**config.mk**
```make
export PLATFORM = sky130hd
export DESIGN_NAME = mem_access_sequencer_flat
export DESIGN_NICKNAME = d
export VERILOG_FILES = /design/src/rtl/mem_access_sequencer_if.sv /design/src/rtl/mem_access_sequencer.sv /design/src/flat_wrapper.sv
export SDC_FILE = /design/constraint.sdc
export NUM_CORES = 1
export LEC_CHECK = 0
export CAP_MARGIN = 25
export CORE_AREA = 2 2 45 47
export DETAILED_ROUTE_END_ITERATION = 10
export DIE_AREA = 0 0 47 49
export PLACE_DENSITY = 0.74
export SLEW_MARGIN = 20
export SYNTH_ARGS = -nofsm -noshare
export SYNTH_HDL_FRONTEND = slang
export SYNTH_SLANG_ARGS = --single-unit
```
**constraint.sdc**
```tcl
create_clock -name Clk -period 1.8 [get_ports Clk]
set_input_delay 0.45 -clock Clk [delete_from_list [all_inputs] [get_ports Clk]]
set_output_delay 0.45 -clock Clk [all_outputs]
set_load 0.01 [all_outputs]
```
**src/rtl/mem_access_sequencer_if.sv**
```systemverilog
// Purpose : load/store handshake bundle between ControlUnit, the sequencer and
//           the DataPath MAR/MDR/ram.
// Signals : req, op3[5:0], addr_lo[1:0], MFC        requester/ram -> sequencer
//           MAR_Enable, MDR_Enable, MDR_Mux_select,
//           RAM_enable, RAM_OpCode[5:0], busy,
//           done, trap, tt[2:0]                     sequencer -> datapath/ControlUnit
// Modports: slave  = sequencer side
//           master = ControlUnit/ram side
interface mem_access_sequencer_if;
    logic       req;
    logic [5:0] op3;
    logic [1:0] addr_lo;
    logic       MFC;
    logic       MAR_Enable;
    logic       MDR_Enable;
    logic       MDR_Mux_select;
    logic       RAM_enable;
    logic [5:0] RAM_OpCode;
    logic       busy;
    logic       done;
    logic       trap;
    logic [2:0] tt;

    modport slave (
        input  req, op3, addr_lo, MFC,
        output MAR_Enable, MDR_Enable, MDR_Mux_select, RAM_enable, RAM_OpCode,
               busy, done, trap, tt
    );

    modport master (
        output req, op3, addr_lo, MFC,
        input  MAR_Enable, MDR_Enable, MDR_Mux_select, RAM_enable, RAM_OpCode,
               busy, done, trap, tt
    );
endinterface

```
**src/rtl/mem_access_sequencer.sv**
```systemverilog
// Purpose : multi-cycle load/store sequencer. Latches the SPARC op3 on a request,
//           checks legality and alignment, strobes MAR/MDR, holds RAM_enable until
//           the ram raises MFC, captures load data into MDR and pulses done.
//           Bad accesses pulse trap with a trap type instead of touching RAM.
// Ports   : Clk      system clock, rising edge
//           RESET_n  asynchronous active-low reset
//           bus      mem_access_sequencer_if.slave (request, MFC, strobes, status)
// Params  : TIMEOUT_CYCLES  WAIT_MFC cycles before a timeout trap
//           CNT_W           wait counter width, must hold TIMEOUT_CYCLES-1
// Config  : MEM_TIMEOUT_EN  when defined, a stuck WAIT_MFC traps with tt=3;
//                           when undefined, WAIT_MFC waits indefinitely.
module mem_access_sequencer #(
    parameter int unsigned TIMEOUT_CYCLES = 16,
    parameter int unsigned CNT_W          = 5
) (
    input  logic                  Clk,
    input  logic                  RESET_n,
    mem_access_sequencer_if.slave bus
);

    localparam int unsigned OP_W = 6;
    localparam int unsigned TT_W = 3;

    localparam logic [TT_W-1:0] TT_NONE      = TT_W'(0);
    localparam logic [TT_W-1:0] TT_MISALIGN  = TT_W'(1);
    localparam logic [TT_W-1:0] TT_ILLEGAL   = TT_W'(2);
    localparam logic [TT_W-1:0] TT_TIMEOUT   = TT_W'(3);

    // Parameter sanity: the counter must be able to reach TIMEOUT_CYCLES-1.
    if (TIMEOUT_CYCLES < 2 || TIMEOUT_CYCLES > (32'd1 << CNT_W)) begin : g_param_check
        $error("mem_access_sequencer: TIMEOUT_CYCLES does not fit CNT_W");
    end

    typedef enum logic [2:0] {
        S_IDLE,
        S_MAR_LD,
        S_WAIT_MFC,
        S_CAPTURE,
        S_DONE,
        S_TRAP
    } state_e;

    state_e            state_q, state_d;
    logic [OP_W-1:0]   op_q, op_d;
    logic [TT_W-1:0]   tt_q, tt_d;

    logic mar_en_q, mar_en_d;
    logic mdr_en_q, mdr_en_d;
    logic mux_sel_q, mux_sel_d;
    logic ram_en_q, ram_en_d;
    logic busy_q, busy_d;
    logic done_q, done_d;
    logic trap_q, trap_d;

    // Classification of the incoming op3.
    logic op_legal_c;
    logic op_word_c;
    logic op_half_c;

    always_comb begin
        op_legal_c = 1'b1;
        op_word_c  = 1'b0;
        op_half_c  = 1'b0;
        case (bus.op3)
            6'b000000, 6'b000100:             op_word_c  = 1'b1;
            6'b000010, 6'b000110, 6'b001010:  op_half_c  = 1'b1;
            6'b000001, 6'b000101, 6'b001001:  op_legal_c = 1'b1;
            default:                          op_legal_c = 1'b0;
        endcase
    end

    // Misaligned: word needs addr_lo==00, half needs addr_lo[0]==0.
    logic misaligned_c;
    assign misaligned_c = (op_word_c && (bus.addr_lo != 2'b00)) ||
                          (op_half_c && bus.addr_lo[0]);

`ifdef MEM_TIMEOUT_EN
    logic [CNT_W-1:0] cnt_q, cnt_d;
`endif

    // State / latch registers.
    always_ff @(posedge Clk or negedge RESET_n) begin
        if (!RESET_n) begin
            state_q <= S_IDLE;
            op_q    <= '0;
            tt_q    <= TT_NONE;
        end else begin
            state_q <= state_d;
            op_q    <= op_d;
            tt_q    <= tt_d;
        end
    end

`ifdef MEM_TIMEOUT_EN
    // Wait counter.
    always_ff @(posedge Clk or negedge RESET_n) begin
        if (!RESET_n) begin
            cnt_q <= '0;
        end else begin
            cnt_q <= cnt_d;
        end
    end
`endif

    // Next-state logic.
    always_comb begin
        state_d = state_q;
        op_d    = op_q;
        tt_d    = TT_NONE;
`ifdef MEM_TIMEOUT_EN
        cnt_d   = cnt_q;
`endif
        case (state_q)
            S_IDLE: begin
                if (bus.req) begin
                    op_d = bus.op3;
                    if (!op_legal_c) begin
                        state_d = S_TRAP;
                        tt_d    = TT_ILLEGAL;
                    end else if (misaligned_c) begin
                        state_d = S_TRAP;
                        tt_d    = TT_MISALIGN;
                    end else begin
                        state_d = S_MAR_LD;
                    end
                end
            end
            S_MAR_LD: begin
                state_d = S_WAIT_MFC;
`ifdef MEM_TIMEOUT_EN
                cnt_d   = '0;
`endif
            end
            S_WAIT_MFC: begin
                if (bus.MFC) begin
                    // op3[2] distinguishes st/stb/sth from the loads.
                    state_d = op_q[2] ? S_DONE : S_CAPTURE;
`ifdef MEM_TIMEOUT_EN
                end else if (cnt_q == CNT_W'(TIMEOUT_CYCLES - 1)) begin
                    state_d = S_TRAP;
                    tt_d    = TT_TIMEOUT;
                end else begin
                    cnt_d   = cnt_q + CNT_W'(1);
`endif
                end
            end
            S_CAPTURE: state_d = S_DONE;
            S_DONE:    state_d = S_IDLE;
            S_TRAP:    state_d = S_IDLE;
            default:   state_d = S_IDLE;
        endcase
    end

    // Output decode from the upcoming state, so the registered strobes line up with it.
    always_comb begin
        mar_en_d  = (state_d == S_MAR_LD);
        mdr_en_d  = ((state_d == S_MAR_LD) && op_d[2]) || (state_d == S_CAPTURE);
        mux_sel_d = (state_d == S_CAPTURE);
        ram_en_d  = (state_d == S_WAIT_MFC) || (state_d == S_CAPTURE);
        busy_d    = (state_d != S_IDLE);
        done_d    = (state_d == S_DONE);
        trap_d    = (state_d == S_TRAP);
    end

    // Output registers; async reset drops every strobe immediately.
    always_ff @(posedge Clk or negedge RESET_n) begin
        if (!RESET_n) begin
            mar_en_q  <= 1'b0;
            mdr_en_q  <= 1'b0;
            mux_sel_q <= 1'b0;
            ram_en_q  <= 1'b0;
            busy_q    <= 1'b0;
            done_q    <= 1'b0;
            trap_q    <= 1'b0;
        end else begin
            mar_en_q  <= mar_en_d;
            mdr_en_q  <= mdr_en_d;
            mux_sel_q <= mux_sel_d;
            ram_en_q  <= ram_en_d;
            busy_q    <= busy_d;
            done_q    <= done_d;
            trap_q    <= trap_d;
        end
    end

    assign bus.MAR_Enable     = mar_en_q;
    assign bus.MDR_Enable     = mdr_en_q;
    assign bus.MDR_Mux_select = mux_sel_q;
    assign bus.RAM_enable     = ram_en_q;
    assign bus.RAM_OpCode     = op_q;
    assign bus.busy           = busy_q;
    assign bus.done           = done_q;
    assign bus.trap           = trap_q;
    assign bus.tt             = tt_q;

endmodule

```
**src/flat_wrapper.sv**
```systemverilog
// flat-port wrapper written by rule: the top's interface ports become plain ports
module mem_access_sequencer_flat 
#(
    parameter int unsigned TIMEOUT_CYCLES = 16,
    parameter int unsigned CNT_W          = 5
)
  (Clk, RESET_n, bus_req, bus_op3, bus_addr_lo, bus_MFC, bus_MAR_Enable, bus_MDR_Enable, bus_MDR_Mux_select, bus_RAM_enable, bus_RAM_OpCode, bus_busy, bus_done, bus_trap, bus_tt);
  mem_access_sequencer_if bus_i ();
  input  logic Clk;
  input  logic RESET_n;
  input wire logic [$bits(bus_i.req)-1:0] bus_req;
  input wire logic [$bits(bus_i.op3)-1:0] bus_op3;
  input wire logic [$bits(bus_i.addr_lo)-1:0] bus_addr_lo;
  input wire logic [$bits(bus_i.MFC)-1:0] bus_MFC;
  output wire logic [$bits(bus_i.MAR_Enable)-1:0] bus_MAR_Enable;
  output wire logic [$bits(bus_i.MDR_Enable)-1:0] bus_MDR_Enable;
  output wire logic [$bits(bus_i.MDR_Mux_select)-1:0] bus_MDR_Mux_select;
  output wire logic [$bits(bus_i.RAM_enable)-1:0] bus_RAM_enable;
  output wire logic [$bits(bus_i.RAM_OpCode)-1:0] bus_RAM_OpCode;
  output wire logic [$bits(bus_i.busy)-1:0] bus_busy;
  output wire logic [$bits(bus_i.done)-1:0] bus_done;
  output wire logic [$bits(bus_i.trap)-1:0] bus_trap;
  output wire logic [$bits(bus_i.tt)-1:0] bus_tt;
  assign bus_i.req = bus_req;
  assign bus_i.op3 = bus_op3;
  assign bus_i.addr_lo = bus_addr_lo;
  assign bus_i.MFC = bus_MFC;
  assign bus_MAR_Enable = bus_i.MAR_Enable;
  assign bus_MDR_Enable = bus_i.MDR_Enable;
  assign bus_MDR_Mux_select = bus_i.MDR_Mux_select;
  assign bus_RAM_enable = bus_i.RAM_enable;
  assign bus_RAM_OpCode = bus_i.RAM_OpCode;
  assign bus_busy = bus_i.busy;
  assign bus_done = bus_i.done;
  assign bus_trap = bus_i.trap;
  assign bus_tt = bus_i.tt;
  mem_access_sequencer #(.TIMEOUT_CYCLES(TIMEOUT_CYCLES), .CNT_W(CNT_W)) u_core (.Clk(Clk), .RESET_n(RESET_n), .bus(bus_i));
endmodule
```
==> impl_results.md <==
- Outcome: complete, no violations
- Sum of negative setup slack: 0 ps
- Layout Skew: 8.20 ps
- Post-Syn Area per Cell: 10.2 um2
- Slew Viols, Final: 0
- Fin nets: 120
- Max stage delay cell, worst path: clkdlybuf4s50_1
- Root buffer cell: clkbuf_4
- Crit path cell chain: clkdlybuf4s50_1
- Post-Place Setup Slack: -120 ps
- Cell Count, Final, Fillers Out: approximately 130
- Delay-heaviest family, CP: buffers and inverters
- Leak: between 0.5 and 0.6 nW
- Max Clk Rate: between 500 and 600 MHz
- Postcts setup bufs: 0
- CTS tree: built
- Resized Gates After CTS: 0
- Clk pin slew, worst setup/hold paths: 110 ps
- Initial DRC count: 12
- Dpl cell area: approximately 0.0011 mm2
- Power per cell area: 1360 mW/mm2
- Bufs and invs on worst path: 1
- Routed Antenna Nets: 0
- Share of layout cells above drive strength 1: between 10% and 20%
- Placed Cells: 130
- Minimum clock period: 1710 ps
- Post-CTS Hold Buffers: 0
- Peak supply drop: 0.000732 V
- HPWL Detailed: 1240 um
- Fill cell count: 167
- Register-to-register setup slack: 380 ps
- Router iterations before antenna repair: 4
- Final WL: about 1600 um
- I/O pin cnt: 28
- Routed len/inst: 12.3 um
- Number of synthesized register bits: 18
- GPL Wtd Cong: about 0.8
- Clk_lat worst skew: 290 ps
- HP Class: primary input to asynchronous set/reset pin
- Syn Inst Count: a little over 70
- Sequential area share after synthesis: 62.3%
- Reg area: 450 um2
- Tot Pwr: 1.50 mW
- Setup CP Type: register to primary output
- Yosys cell types: 25
- Height of the die: 49 um
- Clock tree buffer depth: 2
- Mapped Nets: slightly above 80
- IO Port Bufs: 26
- Total GRT Usage: 16.7%
- Yosys warning count: 0
- Max FO, Critical Path: 5
- Via count: between 600 and 700
- CTS buffer count: 3
- H-tree depth: 1
- # rows: 16
- Worst Setup Start Kind: register
- Initial antenna violation count: 0
- Starting density of the core: between 30% and 40%
- Final Cycle Share: 95.1%
- Crit. End Element: primary output
- Multi-input gate area: 256 um2
- FF-to-FF End: u_core.bus.RAM_OpCode[5]$_DFFE_PN0P_
- Syn-to-layout area delta: 52.2%
- Worst Path Required: 1350 ps
- Die Footprint: 0.00230 mm2
- RSZ-0062 raised after global routing: no
- Die W: 47 um
- Largest net degree at the start of global routing: 19
- Clk sinks: 18
- Vias in the first global route: 610
- R2R depth: 4
- Final WS setup: 88.5 ps
- Max Cap Viol: 0
- First-pass GRT wire length: 2790 um
- Netlist Area Pre-Place: 723 um2
- Vias per cell: 4.77
- ANT cells: 0
- DRC: 0
- Critical Path AT: 1260 ps
- Final instance area: 0.00110 mm2
- Core area: 0.00184 mm2
- Worst reg2reg path startpoint: u_core.state_q[0]$_DFF_PN0_
- Final hold vios: 0
- CP max stage delay: roughly 550 ps
- Setup-failing EPs final: 0
- GRT overflow: 0
metal layers:
layer | vias to the layer above | wire (um) | global-route usage, %
met3 | 2 | 51 | 2.22
met5 | - | 0 | 0
met1 | 311 | 736 | 22.1
li1 | 305 | - | -
met4 | 0 | 19 | 8.80
met2 | 21 | 842 | 25.8
cell usage after synthesis (all sizes together):
library cell	n	area [um2]
nor4b	1	15.0
a211o	1	8.76
nor3	2	10.0
conb	1	3.75
o21bai	1	7.51
nor2b	1	6.26
nand2b	1	6.26
buf	2	12.5
inv	1	3.75
dfrtp	18	450
or4b	1	10.0
or3	1	6.26
o21ai	2	10.0
nor2	7	26.3
a21o	1	7.51
nand2	22	82.6
o311ai	1	8.76
a21oi	3	18.8
mux2	1	11.3
nand3	1	5.00
and2	1	6.26
nor4	1	6.26
flip-flops by register name (all words and copies together), names as in the netlist:
| signal | flops |
|---|---|
| u_core.bus.RAM_OpCode | 6 |
| u_core.state_q | 3 |
| u_core.bus.tt | 2 |
| u_core.bus.MAR_Enable | 1 |
| u_core.bus.MDR_Enable | 1 |
| u_core.bus.MDR_Mux_select | 1 |
| u_core.bus.RAM_enable | 1 |
| u_core.bus.busy | 1 |
| u_core.bus.done | 1 |
| u_core.bus.trap | 1 |
worst max-delay path by stage:
stage                                                  start                           to  slack [ps]  cells past startpoint
after CTS                 u_core.bus.RAM_OpCode[2]$_DFF_PN0_            bus_RAM_OpCode[2]          90                      1
final                     u_core.bus.RAM_OpCode[2]$_DFF_PN0_            bus_RAM_OpCode[2]          90                      1
after detailed placement                          bus_op3[1]  u_core.state_q[2]$_DFF_PN0_        -120                      5
after global placement                            bus_op3[1]  u_core.state_q[2]$_DFF_PN0_         -60                      5
after floorplan                                   bus_op3[1]  u_core.state_q[2]$_DFF_PN0_         470                      4
after global routing      u_core.bus.RAM_OpCode[2]$_DFF_PN0_            bus_RAM_OpCode[2]          10                      1
placed cells by master, fill, tap and decap left out, types with 2 or more instances in the layout:
cell type         n
clkbuf_4          3
clkdlybuf4s50_1  26
dfrtp_1          18
a21oi_1           2
nor2_1            7
nand2_1          22
buf_4             8
nor3_1            2
logic make-up after synthesis:
| group | after synthesis | share of synthesized area (%) |
|---|---|---|
| AND/OR/NAND/NOR | 39 | 24.9 |
| AO/OA/AOI/OAI | 9 | 8.48 |
| other | 1 | 0.519 |
| flip-flops | 18 | 62.3 |
| multiplexers | 1 | 1.56 |
| buffers and inverters | 3 | 2.25 |
per-stage QoR:
stage | util (%) | hold WS (ps)
after detailed placement | 57.8 | 471
final | 59.8 | 483
after CTS | 59.8 | 496
after global routing | 59.8 | 499
after global placement | 57.8 | 460
after floorplan | - | 154
power by group:
part | switching (mW) | internal [mW]
sequential | 0.102 | 0.548
combinational | 0.263 | 0.342
clock | 0.124 | 0.123
layout make-up:
cell class / instances / area share [%]
clock buffers: 4 / 3.30
inverters: 1 / 0.341
multi-input cells: 50 / 23.3
flip-flops and latches: 18 / 40.9
well taps: 27 / 3.07
repair buffers: 34 / 29.1
(Power assumes the default switching activity.)
